`config.mk`:
```
export PLATFORM = sky130hd
export DESIGN_NAME = uart_rx_fifo_flat
export DESIGN_NICKNAME = d
export VERILOG_FILES = /design/src/rtl/uart_rx_fifo_if.sv /design/src/rtl/uart_rx_fifo.sv /design/src/flat_wrapper.sv
export SDC_FILE = /design/constraint.sdc
export NUM_CORES = 1
export LEC_CHECK = 0
export BUFFER_PORTS_ARGS = -buffer_cell sky130_fd_sc_hd__buf_2
export CAP_MARGIN = 5
export CELL_PAD_IN_SITES_DETAIL_PLACEMENT = 0
export CELL_PAD_IN_SITES_GLOBAL_PLACEMENT = 2
export CORE_ASPECT_RATIO = 1.5
export CORE_MARGIN = 1.5
export CORE_UTILIZATION = 41
export DETAILED_ROUTE_END_ITERATION = 10
export PLACE_DENSITY = 0.71
export SLEW_MARGIN = 20
export SYNTH_ARGS = -nofsm -noshare
export SYNTH_HDL_FRONTEND = slang
export SYNTH_SLANG_ARGS = --single-unit
```
`constraint.sdc`:
```
create_clock -name clk -period 2.3 [get_ports clk]
set_clock_uncertainty 0.1 [all_clocks]
set_input_delay 0.345 -clock clk [delete_from_list [all_inputs] [get_ports clk]]
set_output_delay 0.345 -clock clk [all_outputs]
set_load 0.05 [all_outputs]
```
`src/rtl/uart_rx_fifo_if.sv`:
```
// uart_rx_fifo_if: read-side bundle between the UART receive FIFO and the
// host communication interface.
//   rd_en       host -> fifo : pop the FIFO head this cycle
//   rx_data     fifo -> host : FIFO head (first-word fall-through)
//   rx_empty    fifo -> host : FIFO holds no bytes
//   rx_full     fifo -> host : FIFO holds 2^FIFO_ADDR_BITS bytes
//   parity_err  fifo -> host : one-cycle pulse, committed byte had bad parity
//   frame_err   fifo -> host : one-cycle pulse, stop bit sampled low
//   overrun     fifo -> host : one-cycle pulse, byte dropped on a full FIFO
interface uart_rx_fifo_if #(
    parameter int DATA_BITS = 8
);
    logic                 rd_en;
    logic [DATA_BITS-1:0] rx_data;
    logic                 rx_empty;
    logic                 rx_full;
    logic                 parity_err;
    logic                 frame_err;
    logic                 overrun;

    // Host side: consumes bytes and status.
    modport master (
        output rd_en,
        input  rx_data, rx_empty, rx_full, parity_err, frame_err, overrun
    );

    // Receiver side: produces bytes and status.
    modport slave (
        input  rd_en,
        output rx_data, rx_empty, rx_full, parity_err, frame_err, overrun
    );
endinterface

```
`src/rtl/uart_rx_fifo.sv`:
```
// uart_rx_fifo: receive half of the host serial link. Oversamples rx at 16x
// the bit rate, deframes start/data/parity/stop, checks parity and pushes
// received bytes into a first-word-fall-through FIFO.
// Ports:
//   clk   system clock
//   rst   asynchronous active-high reset
//   rx    serial input, idle high, asynchronous to clk
//   host  read-side bundle (uart_rx_fifo_if.slave): rd_en in; rx_data,
//         rx_empty, rx_full, parity_err, frame_err, overrun out
module uart_rx_fifo #(
    parameter int SYS_CLK_FREQ   = 100000000,
    parameter int BAUD_RATE      = 38400,
    parameter int DATA_BITS      = 8,
    parameter int STOP_BITS      = 1,
    parameter int PARITY_MODE    = 1,
    parameter int FIFO_ADDR_BITS = 3
) (
    input  logic           clk,
    input  logic           rst,
    input  logic           rx,
    uart_rx_fifo_if.slave  host
);

    localparam int DIV_RAW = SYS_CLK_FREQ / (BAUD_RATE * 16);
    localparam int DIV     = (DIV_RAW < 1) ? 1 : DIV_RAW;
    localparam int TCNT_W  = (DIV > 1) ? $clog2(DIV) : 1;
    localparam int IDX_MAX = (DATA_BITS > STOP_BITS) ? DATA_BITS : STOP_BITS;
    localparam int IDX_W   = $clog2(IDX_MAX + 1);
    localparam int DEPTH   = 1 << FIFO_ADDR_BITS;

    typedef enum logic [2:0] {
        S_IDLE, S_START, S_DATA, S_PARITY, S_STOP, S_BREAK
    } state_t;

    // Parity check of a received byte plus its parity bit.
    function automatic logic parity_bad(input logic [DATA_BITS-1:0] d,
                                        input logic p);
        logic x;
        x = (^d) ^ p;
        if (PARITY_MODE == 1)      return ~x;
        else if (PARITY_MODE == 2) return x;
        else                       return 1'b0;
    endfunction

    state_t                state, state_nxt;
    logic                  rx_meta, rx_sync;
    logic [TCNT_W-1:0]     tick_cnt;
    logic                  tick;
    logic [3:0]            samp_cnt;
    logic                  mid;
    logic [IDX_W-1:0]      bit_idx;
    logic                  last_data, last_stop;
    logic [DATA_BITS-1:0]  shift_reg;
    logic                  par_bad;
    logic                  start_entry, shift_en, par_en, stop_en;
    logic                  commit_set, frame_set;
    logic                  commit_p0, par_bad_p0, frame_err_p0;
    logic [DATA_BITS-1:0]  byte_p0;
    logic [DATA_BITS-1:0]  mem [DEPTH];
    logic [FIFO_ADDR_BITS:0] wr_ptr, rd_ptr;
    logic                  fifo_empty, fifo_full, do_pop, do_push;

    // ---- input synchroniser (idle level on reset) ----
    always_ff @(posedge clk or posedge rst) begin
        if (rst) begin
            rx_meta <= 1'b1;
            rx_sync <= 1'b1;
        end else begin
            rx_meta <= rx;
            rx_sync <= rx_meta;
        end
    end

    // ---- 16x oversampling tick; realigned to the start edge ----
    assign tick = (tick_cnt == TCNT_W'(DIV - 1));

    always_ff @(posedge clk or posedge rst) begin
        if (rst)                      tick_cnt <= '0;
        else if (start_entry || tick) tick_cnt <= '0;
        else                          tick_cnt <= tick_cnt + 1'b1;
    end

    // Start bit is sampled after 8 ticks (mid-bit), every later bit 16 ticks on.
    assign mid       = tick && (samp_cnt == ((state == S_START) ? 4'd7 : 4'd15));
    assign last_data = (bit_idx == IDX_W'(DATA_BITS - 1));
    assign last_stop = (bit_idx == IDX_W'(STOP_BITS - 1));

    // ---- deframing FSM: state register ----
    always_ff @(posedge clk or posedge rst) begin
        if (rst) state <= S_IDLE;
        else     state <= state_nxt;
    end

    // ---- deframing FSM: next state ----
    always_comb begin
        state_nxt = state;
        case (state)
            S_IDLE:   if (tick && !rx_sync) state_nxt = S_START;
            S_START:  if (mid) state_nxt = rx_sync ? S_IDLE : S_DATA;
            S_DATA:   if (mid && last_data)
                          state_nxt = (PARITY_MODE != 0) ? S_PARITY : S_STOP;
            S_PARITY: if (mid) state_nxt = S_STOP;
            S_STOP:   if (mid) begin
                          if (!rx_sync)      state_nxt = S_BREAK;
                          else if (last_stop) state_nxt = S_IDLE;
                      end
            S_BREAK:  if (tick && rx_sync) state_nxt = S_IDLE;
            default:  state_nxt = S_IDLE;
        endcase
    end

    // ---- deframing FSM: strobes ----
    always_comb begin
        start_entry = 1'b0;
        shift_en    = 1'b0;
        par_en      = 1'b0;
        stop_en     = 1'b0;
        commit_set  = 1'b0;
        frame_set   = 1'b0;
        case (state)
            S_IDLE:   start_entry = tick && !rx_sync;
            S_DATA:   shift_en    = mid;
            S_PARITY: par_en      = mid;
            S_STOP: begin
                stop_en    = mid;
                commit_set = mid && rx_sync && last_stop;
                frame_set  = mid && !rx_sync;
            end
            default: ;
        endcase
    end

    // ---- sample / bit counters ----
    always_ff @(posedge clk or posedge rst) begin
        if (rst) begin
            samp_cnt <= '0;
            bit_idx  <= '0;
            par_bad  <= 1'b0;
        end else begin
            if (start_entry)
                samp_cnt <= '0;
            else if (tick && state != S_IDLE && state != S_BREAK)
                samp_cnt <= mid ? 4'd0 : samp_cnt + 4'd1;

            // bit_idx counts data bits, then is reused to count stop bits.
            if (start_entry)   bit_idx <= '0;
            else if (shift_en) bit_idx <= last_data ? '0 : bit_idx + 1'b1;
            else if (stop_en)  bit_idx <= bit_idx + 1'b1;

            if (start_entry) par_bad <= 1'b0;
            else if (par_en) par_bad <= parity_bad(shift_reg, rx_sync);
        end
    end

    // LSB arrives first, so shift in from the top.
    always_ff @(posedge clk) begin
        if (shift_en) shift_reg <= {rx_sync, shift_reg[DATA_BITS-1:1]};
    end

    // ---- commit stage: byte handed to the FIFO one cycle after the stop sample ----
    always_ff @(posedge clk or posedge rst) begin
        if (rst) begin
            commit_p0    <= 1'b0;
            par_bad_p0   <= 1'b0;
            frame_err_p0 <= 1'b0;
        end else begin
            commit_p0    <= commit_set;
            par_bad_p0   <= commit_set && par_bad;
            frame_err_p0 <= frame_set;
        end
    end

    always_ff @(posedge clk) begin
        if (commit_set) byte_p0 <= shift_reg;
    end

    // ---- FIFO ----
    assign fifo_empty = (wr_ptr == rd_ptr);
    assign fifo_full  = (wr_ptr[FIFO_ADDR_BITS-1:0] == rd_ptr[FIFO_ADDR_BITS-1:0]) &&
                        (wr_ptr[FIFO_ADDR_BITS] != rd_ptr[FIFO_ADDR_BITS]);
    assign do_pop     = host.rd_en && !fifo_empty;
    // A pop in the same cycle frees the slot the full-FIFO push lands in.
    assign do_push    = commit_p0 && (!fifo_full || do_pop);

    always_ff @(posedge clk) begin
        if (do_push) mem[wr_ptr[FIFO_ADDR_BITS-1:0]] <= byte_p0;
    end

    always_ff @(posedge clk or posedge rst) begin
        if (rst) begin
            wr_ptr <= '0;
            rd_ptr <= '0;
        end else begin
            if (do_push) wr_ptr <= wr_ptr + 1'b1;
            if (do_pop)  rd_ptr <= rd_ptr + 1'b1;
        end
    end

    // Memory is not reset, so the head is forced to zero while empty.
    assign host.rx_data    = fifo_empty ? '0 : mem[rd_ptr[FIFO_ADDR_BITS-1:0]];
    assign host.rx_empty   = fifo_empty;
    assign host.rx_full    = fifo_full;
    assign host.parity_err = commit_p0 && par_bad_p0;
    assign host.frame_err  = frame_err_p0;
    assign host.overrun    = commit_p0 && fifo_full && !do_pop;

endmodule

```
`src/flat_wrapper.sv`:
```
// flat-port wrapper written by rule: the top's interface ports become plain ports
module uart_rx_fifo_flat 
#(
    parameter int SYS_CLK_FREQ   = 100000000,
    parameter int BAUD_RATE      = 38400,
    parameter int DATA_BITS      = 8,
    parameter int STOP_BITS      = 1,
    parameter int PARITY_MODE    = 1,
    parameter int FIFO_ADDR_BITS = 3
)
  (clk, rst, rx, host_rd_en, host_rx_data, host_rx_empty, host_rx_full, host_parity_err, host_frame_err, host_overrun);
  uart_rx_fifo_if #(.DATA_BITS(DATA_BITS)) host_i ();
  input  logic clk;
  input  logic rst;
  input  logic rx;
  input wire logic [$bits(host_i.rd_en)-1:0] host_rd_en;
  output wire logic [$bits(host_i.rx_data)-1:0] host_rx_data;
  output wire logic [$bits(host_i.rx_empty)-1:0] host_rx_empty;
  output wire logic [$bits(host_i.rx_full)-1:0] host_rx_full;
  output wire logic [$bits(host_i.parity_err)-1:0] host_parity_err;
  output wire logic [$bits(host_i.frame_err)-1:0] host_frame_err;
  output wire logic [$bits(host_i.overrun)-1:0] host_overrun;
  assign host_i.rd_en = host_rd_en;
  assign host_rx_data = host_i.rx_data;
  assign host_rx_empty = host_i.rx_empty;
  assign host_rx_full = host_i.rx_full;
  assign host_parity_err = host_i.parity_err;
  assign host_frame_err = host_i.frame_err;
  assign host_overrun = host_i.overrun;
  uart_rx_fifo #(.SYS_CLK_FREQ(SYS_CLK_FREQ), .BAUD_RATE(BAUD_RATE), .DATA_BITS(DATA_BITS), .STOP_BITS(STOP_BITS), .PARITY_MODE(PARITY_MODE), .FIFO_ADDR_BITS(FIFO_ADDR_BITS)) u_core (.clk(clk), .rst(rst), .rx(rx), .host(host_i));
endmodule
```
==> results of run 1 <==
[final cells by class]
| type | count | area [µm²] | share of cell area [%] |
|---|---|---|---|
| sequential | 113 | 3232 | 53.02 |
| multi-input combinational | 185 | 1587 | 26.03 |
| timing repair buffer | 48 | 436.7 | 7.163 |
| clock buffer | 19 | 432.9 | 7.102 |
| tap | 150 | 187.7 | 3.079 |
| clock inverter | 13 | 186.4 | 3.058 |
| inverter | 9 | 33.78 | 0.5542 |
[worst reg2reg max path: stages, from the launching register on]
cell      delay, ns
dfrtp_1        0.39
xor2_1         0.34
nor4_4         0.08
buf_4          0.15
buf_4          0.13
a21boi_2       0.22
nand4_1        0.19
inv_2          0.26
[power groups by stage]
stage / Clock (mW) / Combinational, mW / Sequential (mW)
global route: 2.85 / 1.96 / 2.25
CTS: 2.76 / 1.93 / 2.25
floorplan: 0 / 1.19 / 2.26
finish: 2.70 / 1.86 / 2.25
global placement: 0 / 1.50 / 2.27
detailed placement: 0 / 1.51 / 2.27
[per-stage QoR]
step | area, µm² | total power [mW] | cells
global route | 6096 | 7.059 | 537
CTS | 6101 | 6.936 | 537
floorplan | 4900 | 3.452 | 323
global placement | 5270 | 3.768 | 496
finish | 6096 | 6.808 | 537
detailed placement | 5270 | 3.780 | 496
[timing repair]
item / 4_1_cts / 5_1_grt
endpoints found under the setup margin: 10 / 10
buffers inserted: 6 / 1
pin swaps: 0 / 3
gates resized for setup: 30 / 3
hold endpoints to repair: 32 / 0
cloned: 1 / 0
hold buffers: 2 / 0
[routing by layer]
| metal | GRT usage (%) | vias to the layer above | wire (µm) |
|---|---|---|---|
| li1 | - | 1309 | - |
| met1 | 17.25 | 1393 | 3465 |
| met2 | 32.55 | 41 | 5682 |
| met3 | 3.971 | 13 | 193 |
| met4 | 8.803 | 0 | 255 |
| met5 | 0 | - | 0 |
[worst max path at each step]
| stage | to | startpoint | cells past startpoint | slack, ns |
|---|---|---|---|---|
| 2_1_floorplan | host_rx_data[0] | u_core.wr_ptr[1] | 5 | -0.09 |
| 3_3_place_gp | host_rx_data[2] | u_core.rd_ptr[0] | 5 | 0.14 |
| 3_5_place_dp | host_rx_data[3] | u_core.rd_ptr[0] | 5 | 0.13 |
| 4_1_cts | host_rx_data[1] | u_core.rd_ptr[0] | 6 | -0.11 |
| 5_1_grt | host_rx_data[2] | u_core.rd_ptr[0] | 7 | -0.18 |
| 6_report | host_rx_data[0] | u_core.rd_ptr[0] | 7 | -0.09 |
[kinds of logic (layout without fill, tap and decap cells)]
family	Yosys count	count (layout)	synth area share [%]
DFF	113	113	66.61
and+or+nand+nor	91	91	10.27
AOI/OAI and AO/OA	34	34	4.773
xor gates and xnor gates	28	28	5.057
muxes	25	25	9.314
buffers and inverters	25	89	2.167
adders and majority gates	7	7	1.806
[cells in the final DEF, fill, tap and decap left out, types with 5 or more instances in the layout]
master and n:
buf_6 9, nor2_1 19, clkbuf_16 17, xnor2_1 21, mux4_2 16, a21oi_1 5
edfxtp_1 80, inv_1 8, ha_1 7, dfrtp_1 30, nand2_1 21, mux2i_1 8
nand3_1 9, o21ai_1 8, nor3_2 5, buf_2 6, buf_4 26, xor2_1 5
==> out/qor.csv, run 1 <==
stage;metric;value;unit
run_status;status;complete, but fails checks;
run_status;failing checks;setup timing;
grt;global route total overflow;0;
placed_design;port bufs;16;
timing;setup ws final;-0.08671;ns
placed_design;Place WS;0.1277;ns
critical_path;crit path kind;flop to primary output;
floorplan;I/O Pins;17;
pwr;Lkg Pwr;2.288;nW
critical_path;worst reg2reg endpoint;u_core.mem[7][0];
min_path;Hold Crit Depth;3;
clocking;CTS Sinks;113;
layout;share of cells above drive strength 1;29.72;%
timing;relative slew slack;54.83;%
synth;Post-synth EDFFs;80;
clocking;CTS Buf Count;17;
floorplan;total die area;12500;µm²
timing;RSZ-0062 raised after global routing;true;
synth;synthesis warning total;0;
critical_path;Worst R2R Start;u_core.wr_ptr[2];
timing;final worst path period need;2.387;ns
layout;Largest register FFs;64;
drt;Final ANT Viol Nets;0;
synth;Syn Area/Cell;15.01;µm²
pwr;Reg power frac;33.0;%
drt;number of remaining DRC errors;0;
critical_path;worst path required time;1.86;ns
clocking;CTS H-tree depth;4;
critical_path;CP Capture Type;primary output;
timing;final worst-path cycle share;103.8;%
layout;Filler Cell Count;982;
critical_path;delay-heaviest family, CP;buffers and inverters;
critical_path;nature of the critical path startpoint;flop;
clocking;Root Driver;clkbuf_16;
synth;Yosys top cell by area;edfxtp_1;
synth;top cells by count, synth;edfxtp_1 (80), dfrtp_1 (31), nand2_1 (22), nor2_1 (21), xnor2_1 (21);
min_path;hold path start;host_rd_en;
timing;max-slew violation count;0;
layout;final core utilization;52.86;%
synth;most common cell in the netlist;edfxtp_1;
min_path;WHS Endpoint;u_core.rd_ptr[0];
min_path;hold crit path type;primary input to flop;
critical_path;Buf/Inv on CP;4;
critical_path;ordered cell list for the critical path;xor2_2 -> buf_4 -> nor4b_2 -> buf_4 -> buf_6 -> nor2_1 -> buf_6;
synth;mapped cell area;4850;µm²
grt;number of global-route vias before repair;2849;
clocking;TritonCTS clock tree;done;
synth;syn_nets;334;
pwr;combinational share of power;27.3;%
synth;Synth top area share;49.54;%
drt;DR pass1 iterations;4;
placed_design;GPL Wtd Cong;0.7708;
pwr;sw frac;28.83;%
drt;routed vias/inst;5.132;
critical_path;Reg2Reg Depth;7;
synth;unique cell type count in the Yosys netlist;53;
timing;Worst Tran Pin Value;0.6739;ns
floorplan;core area;11530;µm²
layout;Nets;385;
pwr;clock network power share;39.7;%
timing;setup TNS;-0.6297;ns
grt;GRT Overall Usage;17.14;%
drt;DRT iter0 DRCs;131;
critical_path;reg2reg setup slack;0.11;ns
floorplan;site row count;48;
pwr;P_sw;1.962;mW
critical_path;Worst Path Arrival;1.94;ns
pwr;internal power;4.846;mW
layout;Syn-to-layout area delta;25.70;%
drt;DR WL/cell;17.87;µm
timing;Max Freq;419.0;MHz
synth;synthesized flop and latch total;113;
critical_path;max incr delay on CP;0.46;ns
grt;antenna violations before repair;0;
clocking;clock latency on the worst-skew pair;0.40;ns
drt;Vias;2756;
timing;final setup vio count;9;
critical_path;Max FO, Critical Path;5;
grt;largest net degree at the start of global routing;34;
pwr;Cell Pwr Density;1117;nW/µm²
job;max cap viols;0;
timing;Final Hold Viols;0;
floorplan;Die Y-Extent;136.2;µm
synth;Area contributors post-synth;edfxtp_1 (50%), dfrtp_1 (16%), mux4_2 (7.4%);
clocking;CTS max path bufs;2;
pwr;Max IR drop VDD;576.9;µV
grt;first-pass GRT wire length;15.39;mm
layout;ant diodes;0;
drt;Routed WL;9.596;mm
floorplan;Initial Util;42.06;%
synth;Synth Flop Type;edfxtp_1;
synth;Gate Count Post-Synth;323;
synth;post-synthesis sequential area ratio;66.62;%
critical_path;slowest CP cell;dfrtp_2;
timing;Hold WS;0.1743;ns
placed_design;post-detail-place hpwl;6.449;mm
synth;Synth async-reset ratio;29.20;%
clocking;Clock transition at path regs;0.05;ns
floorplan;Die W;91.80;µm
Note: power is estimated with default switching activity, not from simulation.
==> run 2: changes to the inputs <==
--- a/config.mk
+++ b/config.mk
@@ -14,6 +14,7 @@
 export CORE_UTILIZATION = 41
 export DETAILED_ROUTE_END_ITERATION = 10
 export PLACE_DENSITY = 0.71
+export REMOVE_ABC_BUFFERS = 1
 export SLEW_MARGIN = 20
 export SYNTH_ARGS = -nofsm -noshare
 export SYNTH_HDL_FRONTEND = slang
==> run 2 against run 1 <==
Against the previous run: the flow still finishes with violations (setup timing); sequential share of layout area rose by 0.62 points; core utilization shrank 0.61 points; setup slack better by 0.0082 ns; fmax up 0.34%; highest routed layer unchanged; non-clock buffer count grew 3; clock-buffer cell count fell by 2; design area is 1.1% lower.
==> out/qor.csv, run 2 (same netlist as run 1, synthesis figures left out) <==
stage;metric;value;unit
clocking;TritonCTS clock tree;done;
grt;antenna violations before repair;0;
clocking;CTS Sinks;113;
floorplan;Die Y-Extent;136.2;µm
run_status;failing checks;setup timing;
min_path;Hold Crit Depth;3;
layout;final core utilization;52.26;%
drt;Vias;2740;
timing;final setup vio count;10;
timing;Hold WS;0.1664;ns
timing;relative slew slack;65.04;%
min_path;hold path start;host_rd_en;
pwr;Lkg Pwr;2.283;nW
clocking;clock latency on the worst-skew pair;0.40;ns
layout;most common cell after layout, fill and taps aside;edfxtp_1;
placed_design;placed cell area;5265;µm²
drt;Final ANT Viol Nets;0;
timing;final worst-path cycle share;103.4;%
timing;Worst Tran Pin Value;0.5234;ns
critical_path;reg2reg setup slack;0.22;ns
layout;final instance area;6026;µm²
critical_path;worst reg2reg endpoint;u_core.mem[0][3];
layout;most frequent cells in the layout;edfxtp_1 (80), dfrtp_1 (30), buf_4 (28);
min_path;hold crit path type;primary input to flop;
pwr;Max IR drop VDD;545.3;µV
floorplan;Die W;91.80;µm
placed_design;post-detail-place hpwl;6.330;mm
clocking;Root Driver;clkbuf_16;
timing;Final Hold Viols;0;
critical_path;CP Capture Type;primary output;
layout;Largest register FFs;64;
critical_path;worst path required time;1.86;ns
grt;GRT Overall Usage;17.47;%
floorplan;I/O Pins;17;
grt;largest net degree at the start of global routing;34;
layout;share of cells above drive strength 1;27.95;%
clocking;CTS Buf Count;17;
grt;global route total overflow;0;
drt;number of remaining DRC errors;0;
critical_path;Worst Path Arrival;1.93;ns
timing;final worst path period need;2.379;ns
timing;RSZ-0062 raised after global routing;true;
clocking;Clock transition at path regs;0.05;ns
drt;DR WL/cell;17.85;µm
placed_design;port bufs;16;
drt;Routed WL;9.638;mm
timing;Max Freq;420.4;MHz
critical_path;nature of the critical path startpoint;flop;
floorplan;Initial Util;42.06;%
timing;max-slew violation count;0;
critical_path;Reg2Reg Depth;6;
drt;routed vias/inst;5.074;
placed_design;GPL Wtd Cong;0.7253;
layout;Nets;388;
clocking;CTS H-tree depth;4;
job;max cap viols;0;
timing;setup ws final;-0.07851;ns
run_status;status;complete, but fails checks;
clocking;CTS max path bufs;2;
pwr;Cell Pwr Density;1091;nW/µm²
grt;number of global-route vias before repair;2955;
drt;DRT iter0 DRCs;170;
floorplan;site row count;48;
critical_path;Worst R2R Start;u_core.rd_ptr[0];
floorplan;core area;11530;µm²
layout;ant diodes;0;
critical_path;crit path kind;flop to primary output;
grt;first-pass GRT wire length;15.84;mm
floorplan;total die area;12500;µm²
layout;Syn-to-layout area delta;24.25;%
critical_path;Max FO, Critical Path;4;
drt;DR pass1 iterations;4;
min_path;WHS Endpoint;u_core.rd_ptr[0];
run 2: cell types whose count changed in the layout (fill, tap and decap cells not counted), moves of 2 or more:
cell | previous run | this run
inv_6 | 1 | 4
inv_8 | 0 | 2
nor2_1 | 19 | 21
buf_4 | 26 | 28
bufinv_16 | 4 | 1
nor2_2 | 2 | 0
nor3_1 | 3 | 7
clkinv_2 | 3 | 1
nor3_2 | 5 | 1
clkbuf_1 | 2 | 0
buf_6 | 9 | 11
clkinv_4 | 4 | 6
run 2: timing repair:
| action | 4_1_cts | 5_1_grt |
|---|---|---|
| setup endpoints to repair | 10 | 16 |
| gates resized for setup | 31 | 6 |
| cloned | 3 | 0 |
| hold buffers | 2 | 0 |
| hold endpoints to repair | 32 | 0 |
| pin swaps | 2 | 3 |
| setup buffers | 8 | 0 |
run 2: per-stage QoR:
step	std cells	setup TNS [ns]	setup slack, ns	total power [mW]
6_report	540	-0.4610	-0.07851	6.572
5_1_grt	540	-1.366	-0.1527	6.831
4_1_cts	543	-0.9616	-0.1310	6.772
3_5_place_dp	498	0	0.2269	3.763
3_3_place_gp	498	0	0.2245	3.761
2_1_floorplan	307	-87.46	-2.561	3.391
run 2: worst max-delay path: stages (launching register included):
cell and delay, ns:
dfrtp_2 0.47, buf_4 0.17, xor2_2 0.17, nor4_2 0.32
and3_1 0.24, buf_6 0.16
run 2: worst max path at each step:
| stage | to | from | cells after the start | slack, ns |
|---|---|---|---|---|
| 5_1_grt | host_rx_data[4] | u_core.rd_ptr[0] | 5 | -0.15 |
| 3_5_place_dp | u_core.mem[4][6] | u_core.rd_ptr[0] | 6 | 0.23 |
| 4_1_cts | host_rx_data[6] | u_core.rd_ptr[0] | 6 | -0.13 |
| 3_3_place_gp | u_core.state[0] | u_core.samp_cnt[0] | 6 | 0.22 |
| 6_report | host_overrun | u_core.rd_ptr[0] | 5 | -0.08 |
| 2_1_floorplan | host_rx_data[0] | u_core.rd_ptr[0] | 3 | -2.56 |
run 2: metal layers:
metal	up-vias	wire, µm	track usage (%)
met5	-	0	0
met4	0	163	7.436
met3	13	178	4.251
met2	32	5605	32.96
met1	1383	3691	18.28
li1	1312	-	-
run 2: power by group:
group	switching, mW	total (mW)	internal [mW]
Sequential	0.0484	2.25	2.20
Combinational	1.01	1.81	0.805
Clock	0.992	2.51	1.52
Total	2.05	6.57	4.53
run 2: final cells by class:
class                      instances  area [µm²]
clock buffer                      17       425.4
clock inverter                    15       152.6
fill                            1011        5505
inverter                           9       33.78
multi-input combinational        185        1540
sequential                       113        3232
tap                              150       187.7
timing repair buffer              51       454.2
